===== src/rtl/pd_power_seq_ctrl.sv =====
// rtl/pd_power_seq_ctrl.sv - power-domain sequencing controller
// Orders clock gate, isolation, retention strobes and power switch; flags power-switch ack timeouts.
module pd_power_seq_ctrl #(
  parameter int CLK_GAP        = 2,
  parameter int ISO_SETUP      = 2,
  parameter int SAVE_CYCLES    = 1,
  parameter int RESTORE_CYCLES = 1,
  parameter int ACK_TIMEOUT    = 16
) (
  input  logic       clk,
  input  logic       rst,
  input  logic       pwr_down_req,
  input  logic       pwr_up_req,
  input  logic       pwr_ack,
  output logic       clk_en,
  output logic       iso_en,
  output logic       save,
  output logic       restore,
  output logic       pwr_en,
  output logic       pd_off,
  output logic       busy,
  output logic       err,
  output logic [3:0] state_o
);

  localparam int MAX_A = (CLK_GAP > ISO_SETUP) ? CLK_GAP : ISO_SETUP;
  localparam int MAX_B = (SAVE_CYCLES > RESTORE_CYCLES) ? SAVE_CYCLES : RESTORE_CYCLES;
  localparam int MAX_C = (MAX_A > MAX_B) ? MAX_A : MAX_B;
  localparam int MAX_P = (MAX_C > ACK_TIMEOUT) ? MAX_C : ACK_TIMEOUT;
  localparam int CNT_W = $clog2(MAX_P + 1);

  // A timed state of length N exits when the counter, cleared on entry, reaches N-1.
  localparam logic [CNT_W-1:0] GAP_LAST = CNT_W'(CLK_GAP - 1);
  localparam logic [CNT_W-1:0] ISO_LAST = CNT_W'(ISO_SETUP - 1);
  localparam logic [CNT_W-1:0] SAV_LAST = CNT_W'(SAVE_CYCLES - 1);
  localparam logic [CNT_W-1:0] RST_LAST = CNT_W'(RESTORE_CYCLES - 1);
  localparam logic [CNT_W-1:0] ACK_LAST = CNT_W'(ACK_TIMEOUT - 1);

  typedef enum logic [3:0] {
    ST_ON        = 4'd0,
    ST_CLK_STOP  = 4'd1,
    ST_ISO_ON    = 4'd2,
    ST_SAVE      = 4'd3,
    ST_PD_WAIT   = 4'd4,
    ST_OFF       = 4'd5,
    ST_PU_WAIT   = 4'd6,
    ST_RESTORE   = 4'd7,
    ST_ISO_REL   = 4'd8,
    ST_CLK_START = 4'd9,
    ST_ERR       = 4'd10
  } state_e;

  state_e           state_q, state_d;
  logic [CNT_W-1:0] cnt_q, cnt_d;
  logic [7:0]       outs_q, outs_d;

  // Output word: {clk_en, iso_en, save, restore, pwr_en, pd_off, busy, err}
  function automatic logic [7:0] decode(input state_e s);
    case (s)
      ST_ON:        decode = 8'b1000_1000;
      ST_CLK_STOP:  decode = 8'b0000_1010;
      ST_ISO_ON:    decode = 8'b0100_1010;
      ST_SAVE:      decode = 8'b0110_1010;
      ST_PD_WAIT:   decode = 8'b0100_0010;
      ST_OFF:       decode = 8'b0100_0100;
      ST_PU_WAIT:   decode = 8'b0100_1010;
      ST_RESTORE:   decode = 8'b0101_1010;
      ST_ISO_REL:   decode = 8'b0000_1010;
      ST_CLK_START: decode = 8'b0000_1010;
      ST_ERR:       decode = 8'b0100_0001;
      default:      decode = 8'b1000_1000;
    endcase
  endfunction

  always_ff @(posedge clk) begin
    if (rst) begin
      state_q <= ST_ON;
      cnt_q   <= '0;
      outs_q  <= decode(ST_ON);
    end else begin
      state_q <= state_d;
      cnt_q   <= cnt_d;
      outs_q  <= outs_d;
    end
  end

  always_comb begin
    state_d = state_q;
    case (state_q)
      ST_ON:        if (pwr_down_req) state_d = ST_CLK_STOP;
      ST_CLK_STOP:  if (cnt_q == GAP_LAST) state_d = ST_ISO_ON;
      ST_ISO_ON:    if (cnt_q == ISO_LAST) state_d = ST_SAVE;
      ST_SAVE:      if (cnt_q == SAV_LAST) state_d = ST_PD_WAIT;
      // Ack is checked before the timeout so an ack on the final edge wins.
      ST_PD_WAIT: begin
        if (!pwr_ack)               state_d = ST_OFF;
        else if (cnt_q == ACK_LAST) state_d = ST_ERR;
      end
      ST_OFF:       if (pwr_up_req) state_d = ST_PU_WAIT;
      ST_PU_WAIT: begin
        if (pwr_ack)                state_d = ST_RESTORE;
        else if (cnt_q == ACK_LAST) state_d = ST_ERR;
      end
      ST_RESTORE:   if (cnt_q == RST_LAST) state_d = ST_ISO_REL;
      ST_ISO_REL:   if (cnt_q == ISO_LAST) state_d = ST_CLK_START;
      ST_CLK_START: if (cnt_q == GAP_LAST) state_d = ST_ON;
      ST_ERR:       state_d = ST_ERR;
      default:      state_d = ST_ON;
    endcase

    if ((state_d != state_q) || (state_q inside {ST_ON, ST_OFF, ST_ERR})) begin
      cnt_d = '0;
    end else begin
      cnt_d = cnt_q + CNT_W'(1);
    end
  end

  always_comb begin
    outs_d = decode(state_d);
  end

  assign {clk_en, iso_en, save, restore, pwr_en, pd_off, busy, err} = outs_q;
  assign state_o = state_q;

endmodule


===== config.mk =====
export PLATFORM = sky130hd
export DESIGN_NAME = pd_power_seq_ctrl
export DESIGN_NICKNAME = d
export VERILOG_FILES = /design/src/rtl/pd_power_seq_ctrl.sv
export SDC_FILE = /design/constraint.sdc
export NUM_CORES = 1
export LEC_CHECK = 0
export ABC_AREA = 1
export CORE_ASPECT_RATIO = 1.2
export CORE_UTILIZATION = 23
export DETAILED_ROUTE_END_ITERATION = 8
export PLACE_DENSITY = 0.5
export SLEW_MARGIN = 20
export SYNTH_ARGS = -nofsm -noshare
export SYNTH_HDL_FRONTEND = slang
export SYNTH_SLANG_ARGS = --single-unit

===== constraint.sdc =====
create_clock -name clk -period 4.85 [get_ports clk]
set_input_delay 0.97 -clock clk [delete_from_list [all_inputs] [get_ports clk]]
set_output_delay 0.97 -clock clk [all_outputs]
set_load 0.02 [all_outputs]

==> flow_summary.toml <==
[routing]
first_pass_iters = 4
vias = 1033
post_drt_wl_per_cell_microns = 9.59
vias_per_cell = 4.25
initialDrtViolationCount = 52
drt_drc_violations_left = 0
totalWireLength_mm = 2.33
antenna_left = 0

[global_route]
grt_pass1_vias = 968
antenna_found_initial = 0
grt_pass1_wl_mm = 4.13
gr-usage-all-layers_pct = 10.9
grt_max_degree = 11
grt-ovfl-total = 0

[synth]
synth_warnings = 0
synth_area_leaders = "dfxtp_1 33%, nand2_1 16%, nor2_1 14%"
yosysTopAreaCellShare_pct = 32.5
synthXorXnorAreaFrac_pct = 1.67
synth_ff_type = "dfxtp_1"
synthAdderAreaFrac_pct = 4.78
synthSimpleGateAreaFrac_pct = 44.3
synthCells = 169
synth-compound-area-share_pct = 6.70
yosys.cell_count.top_type = "nand2_1"
ys_types = 22
synth_top_family_by_area = "simple AND/OR/NAND/NOR gates"
yosysSeqAreaShare_pct = 32.5
synth-edff-count = 0
netlist_area_sq_um = 1050
avgSynthCellArea_sq_um = 6.19
async_reset_ff_share_pct = 0
ys_seq_elements = 17
syn_nets = 178
synth_top_area_cell = "dfxtp_1"
synthMuxAreaShare_pct = 0
ys_top_cells_by_count = "44 x nand2_1, 40 x nor2_1, 18 x inv_1"

[finish]
diodes = 0
area_growth_syn_to_layout_pct = 24.5
drive_above_1_share_pct = 9.63
num-fill-cells = 482
nets = 197
fin_util_pct = 30.1

[sta]
hold_viol = 0
fin_crit_sh_pct = 50.9
setup-violations-final = 0
setup_tns_ns = 0
slew_viol_final = 0
skew_ns = 0.00143
hold_ws_ns = 0.490
tightestPinTransition_ns = 0.411
grt_setup_unrepaired = "no"
max-slew-margin-rel_pct = 72.5
max_freq_ghz = 0.405
fin_crit_ns = 2.47

[cts]
hold_buffers = 0
clk_latency_ns = 0.24
htreeDepth = 1
cts_setup_buffers = 0
clk_pin_slew_worst_paths_ns = 0.06
clockRootBuffer = "clkbuf_8"
clk_path_buf_depth = 2
numCtsBuffers = 3
cts_resized = 0
cts_tree = "yes"
numClockSinks = 17

[pwr]
fin_total_pwr_mw = 0.308
p_leak_nw = 0.585
pwr_density_cell_nw_per_um2 = 237
peakVddDrop_uv = 191

[setup_path]
crit_path_end_kind = "output pin"
cp_top_family = "buffers and inverters"
r2r_cells = 13
worstSetupPathType = "register to output pin"
cp_cell_sequence = "clkdlybuf4s50_1"
path_buf_inv = 1
cp_slowest_cell = "clkdlybuf4s50_1"
critPathRequiredTime_ns = 3.88
rr_startpoint = "cnt_q[0]"
reg2reg_slack_ns = 2.70
reg2reg_to = "cnt_q[0]"
arrival_ns = 1.50
max_stage_delay_ns = 0.68
start_kind = "register"
startpoint = "state_o[3]"
timing.critical_path.to = "state_o[3]"
cp.depth = 1
crit_fanout = 10

[placement]
post-dp-hpwl_mm = 1.86
numPortBuffers = 16
place.gp.congestion = 0.820

[floorplan]
die_x_microns = 63.6
dieArea_sq_um = 4820
rows = 26
fp.dieH_microns = 75.9
core_area_sq_um = 4330
ios = 17
initial_utilization_pct = 24.2

[min_path]
holdCritStartpoint = "cnt_q[0]"
min_path_type = "register to register"

[status]
status = "finished clean"

[job]
max-cap-violations = 0
-- layout by cell type, fill, tap and decap left out, drive strengths merged, types with 2 or more instances in the layout --
master,n
a21oi,2
dfxtp,17
nand3,11
nor2,45
o21ai,9
clkdlybuf4s50,16
clkbuf,4
ha,4
inv,23
nor4,2
nand2,48
-- stage by stage --
step           std cells  cell area (sq um)  setup slack, ns
2_1_floorplan        169               1050             3.04
3_3_place_gp         239               1260             2.22
3_5_place_dp         239               1260             2.20
4_1_cts              243               1300             2.38
5_1_grt              243               1300             2.23
6_report             243               1300             2.38
-- flip-flops by register name, summed over array words and instances (netlist names) --
| name | cells |
|---|---|
| outs_q | 8 |
| cnt_q | 5 |
| state_o | 4 |
-- metal layers --
| metal | share of wire [%] | vias up | global-route usage (%) |
|---|---|---|---|
| met5 | 0 | - | 0 |
| met4 | 1.2 | 0 | 5.30 |
| li1 | - | 565 | - |
| met1 | 50 | 440 | 13.6 |
| met3 | 3.6 | 4 | 1.35 |
| met2 | 46 | 24 | 18.7 |
-- worst min path at each step --
stage                     to  slack [ns]  cells past startpoint
floorplan           cnt_q[0]        0.44                      1
CTS                 cnt_q[0]        0.50                      1
detailed placement  cnt_q[0]        0.48                      1
global placement    cnt_q[0]        0.48                      1
finish              cnt_q[0]        0.49                      1
global route        cnt_q[0]        0.54                      1
-- kinds of logic (layout without fill, tap and decap cells) --
logic type	count (synthesis)	in the layout
fa+ha+maj	4	4
compound gates	13	13
buf+inv	25	43
flops	17	17
simple gates	108	108
xor+xnor	2	2
-- area by class of cell --
type	count	area, sq um	area share (%)
Timing Repair Buffer	16	160	12.3
Multi-Input combinational cell	127	601	46.1
Tap cell	56	70.1	5.38
Inverter	23	86.3	6.63
Sequential cell	17	340	26.1
Clock buffer	4	45.0	3.46
-- power breakdown --
group	total (mW)	switching [mW]	leakage, nW	internal [mW]
clock network	0.101	0.0425	0.0228	0.0581
registers	0.150	0.00493	0.138	0.145
logic	0.0579	0.0355	0.424	0.0225
(Power assumes the default switching activity.)
